[src/rtl/sm_output_if.sv]
// -----------------------------------------------------------------------------
// sm_output_if
// Bundles the CPU-side write port and the router local-port handshake of the
// schoolMIPS network transmit path.
//   cpuData/cpuDest/cpuWrite : word, destination and write strobe from the CPU
//   cpuBusy/overflow         : FIFO full and sticky dropped-write flag
//   dataOutL/Inr_L/Inw_L     : flit, request and acknowledge to/from the router
//   txDone/selfDest          : delivery pulse and local-destination flag
// Modport slave is the transmitter itself; modport master is its environment
// (CPU plus router).
// -----------------------------------------------------------------------------
interface sm_output_if #(
    parameter int DATA_WIDTH_EX = 37
);
    logic [31:0]              cpuData;
    logic [3:0]               cpuDest;
    logic                     cpuWrite;
    logic                     cpuBusy;
    logic                     overflow;
    logic [DATA_WIDTH_EX-1:0] dataOutL;
    logic                     Inr_L;
    logic                     Inw_L;
    logic                     txDone;
    logic                     selfDest;

    modport slave (
        input  cpuData, cpuDest, cpuWrite, Inw_L,
        output cpuBusy, overflow, dataOutL, Inr_L, txDone, selfDest
    );

    modport master (
        output cpuData, cpuDest, cpuWrite, Inw_L,
        input  cpuBusy, overflow, dataOutL, Inr_L, txDone, selfDest
    );
endinterface

[src/rtl/sm_output.sv]
// -----------------------------------------------------------------------------
// sm_output
// Transmit side of the schoolMIPS network interface. CPU words are packed into
// 37-bit flits {data, valid, destY, destX}, buffered in a small FIFO and handed
// to the router local input port with a four-phase request/acknowledge
// handshake (IDLE -> REQ -> RELEASE).
// Ports:
//   clk   : clock, rising edge
//   reset : asynchronous, active-high; clears FIFO, FSM and all outputs
//   bus   : sm_output_if.slave (CPU write port + router handshake)
// -----------------------------------------------------------------------------
module sm_output #(
    parameter logic [3:0] position      = 4'b0101,
    parameter int         DATA_WIDTH_EX = 37,
    parameter int         FIFO_DEPTH    = 4
) (
    input  logic        clk,
    input  logic        reset,
    sm_output_if.slave  bus
);
    localparam int PTR_W = $clog2(FIFO_DEPTH);
    localparam int CNT_W = PTR_W + 1;

    typedef enum logic [1:0] {
        IDLE    = 2'd0,
        REQ     = 2'd1,
        RELEASE = 2'd2
    } state_e;

    state_e                   state_q,    state_d;
    logic [DATA_WIDTH_EX-1:0] mem_q [FIFO_DEPTH];
    logic [DATA_WIDTH_EX-1:0] mem_d [FIFO_DEPTH];
    logic [PTR_W-1:0]         wr_ptr_q,   wr_ptr_d;
    logic [PTR_W-1:0]         rd_ptr_q,   rd_ptr_d;
    logic [CNT_W-1:0]         count_q,    count_d;
    logic                     overflow_q, overflow_d;
    logic [DATA_WIDTH_EX-1:0] data_out_q, data_out_d;
    logic                     inr_q,      inr_d;
    logic                     tx_done_q,  tx_done_d;
    logic                     self_dest_q, self_dest_d;

    logic                     full_s;
    logic                     wr_accept_s;
    logic                     pop_s;
    logic [DATA_WIDTH_EX-1:0] flit_s;
    logic [DATA_WIDTH_EX-1:0] head_s;

    assign full_s      = (count_q == CNT_W'(FIFO_DEPTH));
    assign wr_accept_s = bus.cpuWrite & ~full_s;
    assign flit_s      = {bus.cpuData, 1'b1, bus.cpuDest};
    assign head_s      = mem_q[rd_ptr_q];

    // FIFO storage, pointers, occupancy and sticky overflow next-state
    always_comb begin
        mem_d      = mem_q;
        wr_ptr_d   = wr_ptr_q;
        rd_ptr_d   = rd_ptr_q;
        count_d    = count_q;
        // A write while full is lost even if the FSM pops in the same cycle.
        overflow_d = overflow_q | (bus.cpuWrite & full_s);

        if (wr_accept_s) begin
            mem_d[wr_ptr_q] = flit_s;
            wr_ptr_d        = wr_ptr_q + PTR_W'(1);
        end else begin
            wr_ptr_d = wr_ptr_q;
        end

        if (pop_s) begin
            rd_ptr_d = rd_ptr_q + PTR_W'(1);
        end else begin
            rd_ptr_d = rd_ptr_q;
        end

        case ({wr_accept_s, pop_s})
            2'b10:   count_d = count_q + CNT_W'(1);
            2'b01:   count_d = count_q - CNT_W'(1);
            default: count_d = count_q;
        endcase
    end

    // Handshake FSM: next state, head pop and registered output values
    always_comb begin
        state_d     = state_q;
        pop_s       = 1'b0;
        data_out_d  = data_out_q;
        inr_d       = inr_q;
        tx_done_d   = 1'b0;
        self_dest_d = self_dest_q;

        case (state_q)
            IDLE: begin
                if (count_q != CNT_W'(0)) begin
                    pop_s       = 1'b1;
                    data_out_d  = head_s;
                    self_dest_d = (head_s[3:0] == position);
                    inr_d       = 1'b1;
                    state_d     = REQ;
                end else begin
                    state_d = IDLE;
                end
            end
            REQ: begin
                if (bus.Inw_L) begin
                    inr_d     = 1'b0;
                    tx_done_d = 1'b1;
                    state_d   = RELEASE;
                end else begin
                    state_d = REQ;
                end
            end
            RELEASE: begin
                inr_d = 1'b0;
                // Router must drop its acknowledge before the next request.
                if (!bus.Inw_L) begin
                    state_d = IDLE;
                end else begin
                    state_d = RELEASE;
                end
            end
            default: begin
                state_d = IDLE;
                inr_d   = 1'b0;
            end
        endcase
    end

    // State registers with asynchronous active-high reset
    always_ff @(posedge clk or posedge reset) begin
        if (reset) begin
            state_q     <= IDLE;
            wr_ptr_q    <= '0;
            rd_ptr_q    <= '0;
            count_q     <= '0;
            overflow_q  <= 1'b0;
            data_out_q  <= '0;
            inr_q       <= 1'b0;
            tx_done_q   <= 1'b0;
            self_dest_q <= 1'b0;
            for (int i = 0; i < FIFO_DEPTH; i++) begin
                mem_q[i] <= '0;
            end
        end else begin
            state_q     <= state_d;
            wr_ptr_q    <= wr_ptr_d;
            rd_ptr_q    <= rd_ptr_d;
            count_q     <= count_d;
            overflow_q  <= overflow_d;
            data_out_q  <= data_out_d;
            inr_q       <= inr_d;
            tx_done_q   <= tx_done_d;
            self_dest_q <= self_dest_d;
            for (int i = 0; i < FIFO_DEPTH; i++) begin
                mem_q[i] <= mem_d[i];
            end
        end
    end

    assign bus.cpuBusy  = full_s;
    assign bus.overflow = overflow_q;
    assign bus.dataOutL = data_out_q;
    assign bus.Inr_L    = inr_q;
    assign bus.txDone   = tx_done_q;
    assign bus.selfDest = self_dest_q;

endmodule

[src/flat_wrapper.sv]
// flat-port wrapper written by rule: the top's interface ports become plain ports
module sm_output_flat 
#(
    parameter logic [3:0] position      = 4'b0101,
    parameter int         DATA_WIDTH_EX = 37,
    parameter int         FIFO_DEPTH    = 4
)
  (clk, reset, bus_cpuData, bus_cpuDest, bus_cpuWrite, bus_Inw_L, bus_cpuBusy, bus_overflow, bus_dataOutL, bus_Inr_L, bus_txDone, bus_selfDest);
  sm_output_if #(.DATA_WIDTH_EX(DATA_WIDTH_EX)) bus_i ();
  input  logic clk;
  input  logic reset;
  input wire logic [$bits(bus_i.cpuData)-1:0] bus_cpuData;
  input wire logic [$bits(bus_i.cpuDest)-1:0] bus_cpuDest;
  input wire logic [$bits(bus_i.cpuWrite)-1:0] bus_cpuWrite;
  input wire logic [$bits(bus_i.Inw_L)-1:0] bus_Inw_L;
  output wire logic [$bits(bus_i.cpuBusy)-1:0] bus_cpuBusy;
  output wire logic [$bits(bus_i.overflow)-1:0] bus_overflow;
  output wire logic [$bits(bus_i.dataOutL)-1:0] bus_dataOutL;
  output wire logic [$bits(bus_i.Inr_L)-1:0] bus_Inr_L;
  output wire logic [$bits(bus_i.txDone)-1:0] bus_txDone;
  output wire logic [$bits(bus_i.selfDest)-1:0] bus_selfDest;
  assign bus_i.cpuData = bus_cpuData;
  assign bus_i.cpuDest = bus_cpuDest;
  assign bus_i.cpuWrite = bus_cpuWrite;
  assign bus_i.Inw_L = bus_Inw_L;
  assign bus_cpuBusy = bus_i.cpuBusy;
  assign bus_overflow = bus_i.overflow;
  assign bus_dataOutL = bus_i.dataOutL;
  assign bus_Inr_L = bus_i.Inr_L;
  assign bus_txDone = bus_i.txDone;
  assign bus_selfDest = bus_i.selfDest;
  sm_output #(.position(position), .DATA_WIDTH_EX(DATA_WIDTH_EX), .FIFO_DEPTH(FIFO_DEPTH)) u_core (.clk(clk), .reset(reset), .bus(bus_i));
endmodule
[config.mk]
export PLATFORM = sky130hd
export DESIGN_NAME = sm_output_flat
export DESIGN_NICKNAME = d
export VERILOG_FILES = /design/src/rtl/sm_output_if.sv /design/src/rtl/sm_output.sv /design/src/flat_wrapper.sv
export SDC_FILE = /design/constraint.sdc
export NUM_CORES = 1
export LEC_CHECK = 0
export CORE_UTILIZATION = 40
export CTS_CLUSTER_SIZE = 10
export DETAILED_ROUTE_END_ITERATION = 16
export GPL_ROUTABILITY_DRIVEN = 0
export HOLD_SLACK_MARGIN = 0.06
export PLACE_DENSITY_LB_ADDON = 0.2
export REMOVE_ABC_BUFFERS = 1
export SKIP_CTS_REPAIR_TIMING = 1
export SLEW_MARGIN = 25
export SYNTH_ARGS = -nofsm -noshare
export SYNTH_HDL_FRONTEND = slang
export SYNTH_SLANG_ARGS = --single-unit
[constraint.sdc]
create_clock -name clk -period 12.8 [get_ports clk]
set_clock_uncertainty 0.1 [all_clocks]
set_input_delay 2.56 -clock clk [delete_from_list [all_inputs] [get_ports clk]]
set_output_delay 2.56 -clock clk [all_outputs]
set_load 0.02 [all_outputs]
After elaboration in Yosys (flattened, before gate mapping)
Cells that the tools add are included.
{"block": "totals", "ff_bits": 198, "latch_bits": 0, "mem_bits_rw": 0, "mem_bits_ro": 0, "inputBits": 40, "wordCells": 58, "memories": 0}
{"block": "op_classes", "n_addsub": 4, "multipliers": 0, "div": 0, "magnitude_cmp": 3, "n_eq_ne": 8, "shift": 0, "muxes": 18, "bitwise_logic": 6, "reduce_logical": 6}
{"op": "bitwise mux 148 bit", "n": 1}
{"op": "two-way mux 37 bit", "n": 3}
{"op": "binary-select mux 37 bit (select 2 bit)", "n": 1}
{"op": "demux 37 bit (select 2 bit)", "n": 1}
{"op": "two-way mux 1 bit", "n": 7}
{"op": "greater-or-equal comparator 3 bit, second input constant", "n": 2}
{"op": "inverter 2 -> 3 bit", "n": 2}
{"op": "one-hot mux 2 bit (3 select lines)", "n": 1}
{"op": "one-hot mux 3 bit (2 select lines)", "n": 1}
{"op": "adder 2 x 1 -> 2 bit, second input constant", "n": 2}
{"op": "equality test 2 x 1 -> 1 bit, second input constant", "n": 2}
{"op": "equality test 2 bit, second input constant", "n": 2}
{"op": "equality test 4 x 3 -> 1 bit, second input constant", "n": 1}
{"op": "two-way mux 2 bit", "n": 2}
{"op": "AND reduction 2 bit", "n": 2}
{"op": "adder 3 x 1 -> 3 bit, second input constant", "n": 1}
{"op": "equality test 3 bit, second input constant", "n": 1}
{"op": "< comparator 3 x 1 -> 1 bit, second input constant", "n": 1}
{"op": "nonzero test 3 bit", "n": 1}
{"op": "subtractor 3 x 1 -> 3 bit, second input constant", "n": 1}
{"op": "bitwise AND 1 bit", "n": 2}
{"op": "zero test 2 bit", "n": 1}
{"op": "!= test 2 x 1 -> 1 bit, second input constant", "n": 1}
{"op": "!= test 2 bit, second input constant", "n": 1}
{"op": "5 further kinds", "n": 5}

Depth between registers and ports, before layout
{"block": "depth", "word_depth": 6, "depth_mapped": 11, "depth_no_buf": 9}

Least setup slack after synthesis
Ideal clock, no wire load.
{"block": "synth_timing", "path_type": "input to register", "from": "input port bus_cpuWrite", "to": "register u_core.count_q[2]", "setup_ns": 0.079, "t_arrival_ns": 3.842, "required_ns": 12.621, "path_slack_ns": 8.778, "cell_stages": 8, "path_cell_list": "buf_2 > nand2_1 > ha_1 > inv_1 > fa_1 > xor2_1 > nor2_1 > xor2_1"}
{"block": "synth_between", "elab_chain_cells": 3, "elab_cells_between_ends": 5}
{"element": "start: declaration", "line_no": "flat_wrapper.sv:14", "rtl": "input wire logic [$bits(bus_i.cpuWrite)-1:0] bus_cpuWrite;"}
{"element": "bitwise AND 1 bit (*)", "line_no": "sm_output.sv:49", "rtl": "assign wr_accept_s = bus.cpuWrite & ~full_s;"}
{"element": "equality test 2 x 1 -> 1 bit or equality test 2 bit (tied branches)", "line_no": "sm_output.sv:75", "rtl": "case ({wr_accept_s, pop_s})"}
{"element": "one-hot mux 3 bit (2 select lines) or nonzero test 2 bit (tied branches)"}
{"element": "end signal: assignment", "line_no": "sm_output.sv:147", "rtl": "count_q <= count_d;"}
{"element": "end: declaration", "line_no": "sm_output.sv:35", "rtl": "logic [CNT_W-1:0] count_q, count_d;"}
Every way passes the cells marked *; elsewhere a longest branch is shown, timed or not.
A chain may end at the register's enable or synchronous reset.

Final worst setup path
{"block": "layout_timing", "from": "register u_core.count_q[1]", "to": "output port bus_cpuBusy"}
{"block": "layout_between", "elab_chain_cells": 1}
{"element": "equality test 3 bit", "line_no": "sm_output.sv:48", "rtl": "assign full_s = (count_q == CNT_W'(FIFO_DEPTH));"}
{"element": "end: declaration", "line_no": "flat_wrapper.sv:16", "rtl": "output wire logic [$bits(bus_i.cpuBusy)-1:0] bus_cpuBusy;"}
No other way between the ends.

==> metrics.md <==
| Metric | Value |
|---|---|
| Outcome | `complete, no violations` |
| Final Setup Violations | `0` |
| Die ar. | `22300 um^2` |
| HP Class | `flop to flop` |
| Crit-path max FO | `6` |
| Proportion of layout cells with a drive suffix above 1 | `41.2%` |
| DRC viols | `0` |
| Routed wl met3 | `484 um` |
| Synth area leader | `dfrtp_1` |
| Slew Limit Fails | `0` |
| CTS buffer count | `17` |
| FF-to-FF setup slack | `10.34 ns` |
| Fillcell total | `1779` |
| IO Pins | `82` |
| 1st-iter DRT viols | `134` |
| Reg area | `4960 um^2` |
| Global-route wire length before repair | `26.6 mm` |
| Net Sw Frac | `30.4%` |
| Area occupied by multi-input gates | `3370 um^2` |
| Worst-skew pair later-pin latency | `0.43 ns` |
| Cells after synthesis | `491` |
| Synthesis-to-layout area growth | `17.3%` |
| Finished Layout Cells | `855` |
| Crit start category | `flop` |
| Clock sink total | `198` |
| Fmax | `207 MHz` |
| Power Dens Cells | `279 nW/um^2` |
| Max-cap violations | `0` |
| Final core occ | `48.1%` |
| EDFF count, synth | `0` |
| Power share of the clock group | `19.9%` |
| Pre-CTS WS | `7.81 ns` |
| WL final | `16.3 mm` |
| Clock-pin slew on the worst setup and hold paths | `0.07 ns` |
| Fraction of the yosys area taken by sequential cells | `57.1%` |
| H-Tree Depth | `4` |
| Critical R2R Launch | `u_core.count_q[1]` |
| Post-DP HPWL | `9.55 mm` |
| Post-Syn Area | `8670 um^2` |
| Die W | `149 um` |
| Core region area | `21200 um^2` |
| Hold path start | `u_core.mem_q[41]` |
| Power Internal | `0.00198 W` |
| Post-synth top flop | `dfrtp_1` |
| Worst Tran Pin Value | `0.849 ns` |
| Reg2Reg Depth | `8` |
| Drt pass-1 iters | `4` |
| Slew HR | `43.4%` |
| Die height | `149 um` |
| CP Capture Type | `output port` |
| RSZ-0062 raised after global routing | `false` |
| Sequential Power Share | `39.5%` |
| Final Worst Setup Slack | `7.98 ns` |
| Avg Synthesized Cell Area | `17.7 um^2` |
| DR vias/cell | `5.11` |
| Max VDD drop | `105 uV` |
| Vias | `4373` |
| Final hold violations | `0` |
| DR WL/cell | `19.1 um` |
| Metal-1 WL | `7.46 mm` |
| Final min period | `4.82 ns` |
| Top sig layer | `met4` |
| Design Area, Final | `10200 um^2` |
| Async SR Flop Fraction | `100%` |
| Critical path arrival | `2.16 ns` |
| Post-synth cell types | `29` |
| Fin nets | `614` |
| P_leak | `4.35 nW` |
| TritonCTS clock tree | `built` |
| Placed Area | `9550 um^2` |
| I/O Buffers | `81` |
| Area share of the largest cell type after synthesis | `57.1%` |
| Gr usage total | `16.0%` |
| Row count | `53` |
| Most frequent cells in the layout | `dfrtp_1 (196), mux2_2 (135), clkdlybuf4s50_1 (81), mux4_2 (31), mux2_4 (29)` |
| Antenna violations before repair | `0` |
| Synth Register Bits | `198` |
| Vias in the first global route | `4846` |
| Placed cells | `824` |
| Switching pwr | `0.000863 W` |
| Setup crit start | `u_core.count_q[1]` |
| CP required | `10.14 ns` |
| Post-DRT Antenna Nets | `0` |
| Most area-consuming cells after synthesis | `dfrtp_1 (57%), mux2_2 (18%), mux4_2 (8.1%)` |
| Max Buffers Root-to-Sink | `2` |
| Most common cell after layout, fill and taps aside | `dfrtp_1` |
| YS warnings | `0` |
| Met2 wire len | `8.11 mm` |
| Power share of the combinational group | `40.5%` |
| Final TNS setup | `0 ns` |
| CTS root buffer | `clkbuf_16` |
| WHS Path Cells | `1` |
| Largest net degree at the start of global routing | `118` |
| # diodes | `0` |
| Crit Path Class | `flop to output port` |
| Final period utilization | `37.7%` |
| GR Overflow Total | `0` |
| Initial Utilization | `41.0%` |
==> final timing paths <==
| kind | endpoint |
|---|---|
| hold / removal | u_core.mem_q[41] |
| min in group asynchronous | u_core.bus.dataOutL[15] |
| setup / recovery | bus_cpuBusy |
| hold reg to reg | u_core.mem_q[41] |
| setup reg to reg | u_core.count_q[2] |
| max in group asynchronous | u_core.rd_ptr_q[0] |
==> synthesized netlist by cell type (2+ instances only) <==
library cell and instances:
mux2_2 135, nand2_1 3, buf_6 11, xnor2_1 4
mux4_1 6, mux4_2 31, buf_12 3, mux2_4 29
dfrtp_1 198, nand3_4 4, mux2_1 19, nor2_1 2
buf_8 7, buf_2 6, nand2b_1 6, ha_1 5
xor2_1 2, inv_1 9
==> power by group through the flow <==
stage | logic, W | registers [W] | clock network [W]
6_report | 0.00115 | 0.00112 | 0.000566
3_3_place_gp | 0.00114 | 0.00111 | 0
4_1_cts | 0.00118 | 0.00113 | 0.000582
2_1_floorplan | 0.000763 | 0.00118 | 0
3_5_place_dp | 0.00117 | 0.00114 | 0
5_1_grt | 0.00124 | 0.00117 | 0.000608
==> per-layer routing <==
layer / GRT usage (%) / vias to the layer above
met1: 20.6 / 2331
met5: 0 / -
met4: 5.92 / 0
met3: 3.58 / 19
li1: - / 1953
met2: 26.4 / 70
==> critical path: stages (launching register included) <==
cell,delay (ns)
dfrtp_1,0.40
or3b_1,0.58
inv_1,0.14
clkdlybuf4s50_1,0.61
==> cells by family after synthesis <==
family / synth area share, %
mux: 35.0
flops: 57.1
buf+inv: 4.07
simple gates: 2.03
xor+xnor: 0.606
fa+ha+maj: 0.952
compound gates: 0.202
==> metrics by stage <==
step                      power (W)  hold slack, ns
after floorplan             0.00194           0.329
after global placement      0.00226           0.344
after detailed placement    0.00231           0.356
after CTS                   0.00288           0.373
after global routing        0.00302           0.382
final                       0.00284           0.376
==> sequential cells by signal, indices dropped and copies added (netlist names) <==
signal	count
u_core.bus.Inr_L	1
u_core.bus.dataOutL	37
u_core.bus.overflow	1
u_core.bus.selfDest	1
u_core.bus.txDone	1
u_core.count_q	3
u_core.mem_q	148
u_core.rd_ptr_q	2
u_core.state_q	2
u_core.wr_ptr_q	2
==> area by class of cell <==
| cell class | instances | share of cell area (%) |
|---|---|---|
| Multi-Input combinational cell | 257 | 33.1 |
| Clock buffer | 17 | 4.18 |
| Timing Repair Buffer | 85 | 8.30 |
| Inverter | 9 | 0.406 |
| Clock inverter | 14 | 1.94 |
| Sequential cell | 198 | 48.7 |
| Tap cell | 275 | 3.38 |
Power figures use the tool's default switching activity.
